==> config.mk <==
export PLATFORM = sky130hd
export DESIGN_NAME = coin_dispense
export DESIGN_NICKNAME = d
export VERILOG_FILES = /design/src/rtl/coin_dispense.sv
export SDC_FILE = /design/constraint.sdc
export NUM_CORES = 1
export LEC_CHECK = 0
export ABC_AREA = 1
export ABC_CLOCK_PERIOD_IN_PS = 2210
export CAP_MARGIN = 20
export CORE_UTILIZATION = 30
export DETAILED_ROUTE_END_ITERATION = 10
export REMOVE_ABC_BUFFERS = 1
export SLEW_MARGIN = 20
export SYNTH_ARGS = -nofsm -noshare
export SYNTH_HDL_FRONTEND = slang
export SYNTH_SLANG_ARGS = --single-unit
==> constraint.sdc <==
create_clock -name clock -period 2.21 [get_ports clock]
set_input_delay 0.442 -clock clock [delete_from_list [all_inputs] [get_ports clock]]
set_output_delay 0.442 -clock clock [all_outputs]
set_load 0.005 [all_outputs]
==> src/rtl/coin_dispense.sv <==
// coin_dispense: greedy change dispenser handing dimes/nickels to a hopper; `COIN_DISPENSE_QUARTER_EN adds quarters
module coin_dispense #(
  parameter int AMT_W = 4
) (
  input  logic             clock,
  input  logic             reset,
  input  logic             req,
  input  logic [AMT_W-1:0] amount,
  output logic [1:0]       coin,
  output logic             coin_valid,
  input  logic             coin_ack,
  output logic             busy,
  output logic             done
);
  typedef enum logic [1:0] {IDLE, ISSUE, DONE} state_t;
  state_t state, state_nx;
  logic [AMT_W-1:0] remaining, remaining_nx, coin_val;
  logic [1:0] greedy;
  always_ff @(posedge clock or negedge reset)
    if (!reset) begin
      state <= IDLE;
      remaining <= '0;
    end else begin
      state <= state_nx;
      remaining <= remaining_nx;
    end
  always_comb begin
`ifdef COIN_DISPENSE_QUARTER_EN
    greedy = remaining >= AMT_W'(5) ? 2'b11 : remaining >= AMT_W'(2) ? 2'b10 : 2'b01;
`else
    greedy = remaining >= AMT_W'(2) ? 2'b10 : 2'b01;
`endif
    coin_val = greedy == 2'b11 ? AMT_W'(5) : greedy == 2'b10 ? AMT_W'(2) : AMT_W'(1);
    state_nx = state;
    remaining_nx = remaining;
    if (state == IDLE && req) begin
      remaining_nx = amount;
      state_nx = amount == '0 ? DONE : ISSUE;
    end else if (state == ISSUE && coin_ack) begin
      remaining_nx = remaining - coin_val;
      state_nx = remaining_nx == '0 ? DONE : ISSUE;
    end else if (state == DONE)
      state_nx = IDLE;
  end
  always_comb begin
    coin_valid = state == ISSUE;
    coin = coin_valid ? greedy : 2'b00;
    busy = state != IDLE;
    done = state == DONE;
  end
endmodule

## Word level (Yosys, flattened, before mapping)

Index checks and enable logic that the tools add are counted.

| storage, ports and cells | value |
|---|---|
| register bits | 6 |
| bits in latches | 0 |
| bits in writable memories | 0 |
| bits in read-only memories | 0 |
| input port bits | 8 |
| output and inout bits | 5 |
| logic and storage cells | 27 |
| memories | 0 |

| cells by class | value |
|---|---|
| $add $sub $neg | 1 |
| $mul | 0 |
| divide/modulo/power cells | 0 |
| $lt $le $gt $ge | 1 |
| eq/ne operators | 4 |
| shifts and indexed selects | 0 |
| multiplexer cells | 11 |
| bitwise operators | 0 |
| reduce and logical (&&, ||, !) cells | 8 |

Operator list:

| cell | count |
|---|---|
| 2-bit 2-to-1 mux | 8 |
| 4-bit zero test | 2 |
| 4-bit 2-to-1 mux | 2 |
| 2-bit equality test (second input constant) | 3 |
| 4-bit by 2-bit >= comparator with 1-bit output (second input constant) | 1 |
| 2-bit nonzero test | 2 |
| 4-bit by 3-bit subtractor with 4-bit output | 1 |
| 3-bit 2-to-1 mux | 1 |
| 3-bit nonzero test | 1 |
| 2-bit by 1-bit equality test with 1-bit output (second input constant) | 1 |
| 1-bit logical AND | 2 |
| 2-bit zero test | 1 |

## Depth between registers and ports, before layout

| depth | value |
|---|---|
| depth in word-level cells | 10 |
| depth in mapped cells | 13 |
| mapped depth without buffers | 13 |

## Worst setup path after synthesis

OpenSTA, ideal clock, no wires.

| timing | value |
|---|---|
| kind | reg2reg |
| from | register remaining[2] |
| to | register state[0] |
| library setup time | 124 ps |
| arrival | 1667 ps |
| required time | 2086 ps |
| setup slack | 419 ps |
| cell stages (with the launch flop) | 13 |
| path buffers | 0 |
| clock period less this slack | 1791 ps |
| cells stage by stage | dfrtp_1 > nor2_1 > nand2_1 > inv_1 > ha_1 > inv_1 > fa_1 > inv_1 > nand2_1 > nor2_1 > nand2_1 > nand2_1 > nand3_1 |

| between the ends | value |
|---|---|
| word-level cells in the longest chain between the ends | 10 |
| elaborated cells on any way between the ends | 11 |
| those cells by class | add/sub: 1; order compare: 1; eq/ne: 2; mux: 6; reduce/logical: 1 |

Ends and longest elaborated chain:

| what | RTL line | text |
|---|---|---|
| from (decl) | 17 | `logic [AMT_W-1:0] remaining, remaining_nx, coin_val;` |
| from (signal assigned) | 25 | `remaining <= remaining_nx;` |
| 4-bit by 2-bit >= comparator with 1-bit output | 31 | `greedy = remaining >= AMT_W'(2) ? 2'b10 : 2'b01;` |
| 2-bit 2-to-1 mux | 31 |  |
| 2-bit equality test | 33 | `coin_val = greedy == 2'b11 ? AMT_W'(5) : greedy == 2'b10 ? AMT_W'(2) : AMT_W'(1);` |
| 2-bit 2-to-1 mux | 33 |  |
| 3-bit 2-to-1 mux | 33 |  |
| 4-bit by 3-bit subtractor with 4-bit output (*) | 40 | `remaining_nx = remaining - coin_val;` |
| 4-bit zero test (*) | 41 | `state_nx = remaining_nx == '0 ? DONE : ISSUE;` |
| 2-bit 2-to-1 mux (*) | 41 |  |
| 2-bit 2-to-1 mux (*) | 39 | `end else if (state == ISSUE && coin_ack) begin` |
| 2-bit 2-to-1 mux (*) | 36 | `if (state == IDLE && req) begin` |
| to (signal assigned) | 24 | `state <= state_nx;` |
| to (decl) | 16 | `state_t state, state_nx;` |

Every way passes the cells marked *; elsewhere a longest branch is shown, timed or not.
A chain may end at the register's enable or synchronous reset.

## Worst setup path after layout

Same ends and word-level chain as after synthesis.

==> out/results.ini <==
[min_path]
hp-class = input pin to asynchronous set/reset pin

[layout]
area_delta_synth_final_pct = 34.3
layout.nets = 94
layout-drive-gt1-share_pct = 13.6
antenna_cells = 0
fin_cells = 96
fin_util_pct = 45.7

[clock_tree]
clk_latency_ns = 0.25
ctsResizeCount = 0
cts_hold_buf = 0
h-tree-depth = 1
cts_buffers = 3
cts_root_buffer = clkbuf_4
cts_tree = built
cts.clk_slew.worst_paths_ns = 0.05
cts.sinks = 6
post_cts_buffers = 0
clk_path_buf_depth = 2

[timing]
fin_crit_ns = 1.95
fmax_ghz = 0.513
slew_headroom_pct = 81.2
finalSetupTns_ns = 0
rsz0062_at_grt = false
finalCritPeriodShare_pct = 88.2
setup_viol = 0
hold_violations = 0
skew_ns = 0.00260
slew_violations = 0
worst_pin_slew_ns = 0.280

[logic_synthesis]
synth_top_family_by_area = simple AND/OR/NAND/NOR gates
synth_top_area_share_pct = 31.9
yosys-top-cells-count = nand2_1 (20), inv_1 (11), nand3_1 (8)
ys_async_sr_fraction_pct = 100
yosysWarnings = 0
ys_ff_latch = 6
synth_area_leaders = dfrtp_1 (32%), nand2_1 (16%), inv_1 (8.8%)
synth-simple-area-share_pct = 37.2
avgSynthCellArea_um2 = 7.13
yosysSeqAreaShare_pct = 31.9
mappedNetlistArea_um2 = 470
synthAdderAreaFrac_pct = 9.57
synth_cells = 66
synth_xor_area_share_pct = 0
synth_compound_area_share_pct = 9.04
yosysTopAreaCell = dfrtp_1
synth_edf_count = 0
yosysUniqueCellTypes = 14
synth_mux_area_share_pct = 0
synthFlopType = dfrtp_1
synth.most_common_cell = nand2_1

[route]
drcViolationCount = 0
met2_length_um = 344
met3WireLength_um = 26
num_vias = 448
wl_per_cell_um = 9.39
drt-met1-wl_um = 491
top_layer_used = met4
viasPerCell = 4.67
routed_wl_um = 901
ant_nets = 0
drtIter0Drc = 15
drtPass1Iterations = 4

[floorplanning]
die_h_um = 41.6
rows = 13
core_region_area_mm2 = 0.00138
dieArea_mm2 = 0.00173
die_w_um = 41.6
start_util_pct = 34.0
ios = 13

[placed_design]
dp.cells = 93
place_congestion = 0.742
port_buffers = 12
hpwl_um = 766

[setup_path]
critPathMaxFanout = 4
critPathLaunchType = register
crit_required_ns = 2.34
cp.arrival_ns = 2.08
startpoint = remaining[2]
timing.rr.start = remaining[2]
cp-end-kind = register
critical_path_class = register to register

[pwr]
leakage_nw = 0.332
powerDensity_mw_per_mm2 = 1510
vdd_drop_max_v = 0.000536

[grt]
grt_pass1_vias = 437
antenna_found_initial = 0
gr-total-overflow = 0
grt_usage_pct = 13.2
grt_pass1_wl_mm = 1.72
grt_max_degree = 8

[run]
cap_violations = 0

[outcome]
outcome = complete, no violations

-- critical path, stage by stage (launching register included) --
cell,delay [ns]
dfrtp_1,0.39
nor2_1,0.11
nand2_1,0.07
inv_1,0.12
ha_1,0.16
inv_1,0.06
fa_1,0.45
inv_1,0.09
nand2_1,0.06
nor2_1,0.14
nand2_1,0.07
nand2_1,0.05
nand3_1,0.06
-- sequential cells by signal, indices dropped and copies added (netlist names) --
name and flops:
remaining 4, state 2
-- through the flow --
| step | cell area [um2] | power [mW] | hold WS (ns) | setup slack (ns) |
|---|---|---|---|---|
| floorplan | 470 | 0.646 | 0.146 | 0.419 |
| global placement | 609 | 0.847 | 0.505 | 0.294 |
| detailed placement | 609 | 0.856 | 0.504 | 0.262 |
| CTS | 632 | 0.963 | 0.442 | 0.256 |
| global route | 632 | 1.08 | 0.453 | 0.0263 |
| finish | 632 | 0.951 | 0.435 | 0.261 |
-- final timing paths --
| check | endpoint | slack [ns] | depth (start not counted) |
|---|---|---|---|
| worst max-delay path | state[0] | 0.26 | 12 |
| worst min-delay path | remaining[3] | 0.44 | 1 |
| worst max register to register | state[0] | 0.26 | 12 |
| worst min register to register | state[1] | 0.51 | 2 |
| max in group asynchronous | state[1] | 1.56 | 1 |
| min in group clock | state[1] | 0.51 | 2 |
-- routing by layer --
metal | vias up | global-route usage [%]
li1 | 239 | -
met2 | 11 | 18.4
met1 | 193 | 16.8
met5 | - | 0
met3 | 5 | 2.61
met4 | 0 | 11.6
-- placed cells by master, fill, tap and decap left out --
cell / synthesis / routed
dfrtp_1: 6 / 6
nand2_1: 20 / 20
inv_2: 3 / 3
nand3_1: 8 / 8
ha_1: 2 / 2
nand3_2: 1 / 1
clkinv_2: 1 / 1
clkbuf_4: 0 / 3
or2_1: 1 / 1
nand3_4: 1 / 1
nor2_1: 7 / 7
o211ai_2: 2 / 2
fa_1: 1 / 1
o221ai_1: 2 / 2
clkdlybuf4s50_1: 0 / 12
inv_1: 11 / 11
-- area by class of cell --
cell class              count  area [um2]
fillers                   133         751
multi-input cells          45         263
flip-flops and latches      6         150
repair buffers             12         120
inverters                  15        57.6
clock buffers               3        22.5
well taps                  15        18.8
-- power by group --
part           internal (mW)  total, mW  switching (mW)
sequential             0.168      0.221          0.0533
clock                 0.0616      0.104          0.0422
combinational          0.287      0.626           0.339
total                  0.516      0.951           0.435
-- cells by family (layout without fill, tap and decap cells) --
family                     Yosys count  count (layout)
and+or+nand+nor                     38              38
buffers and inverters               15              30
adders and majority gates            3               3
DFF                                  6               6
AOI/OAI and AO/OA                    4               4
No activity file was read; power rests on OpenSTA's default activity.
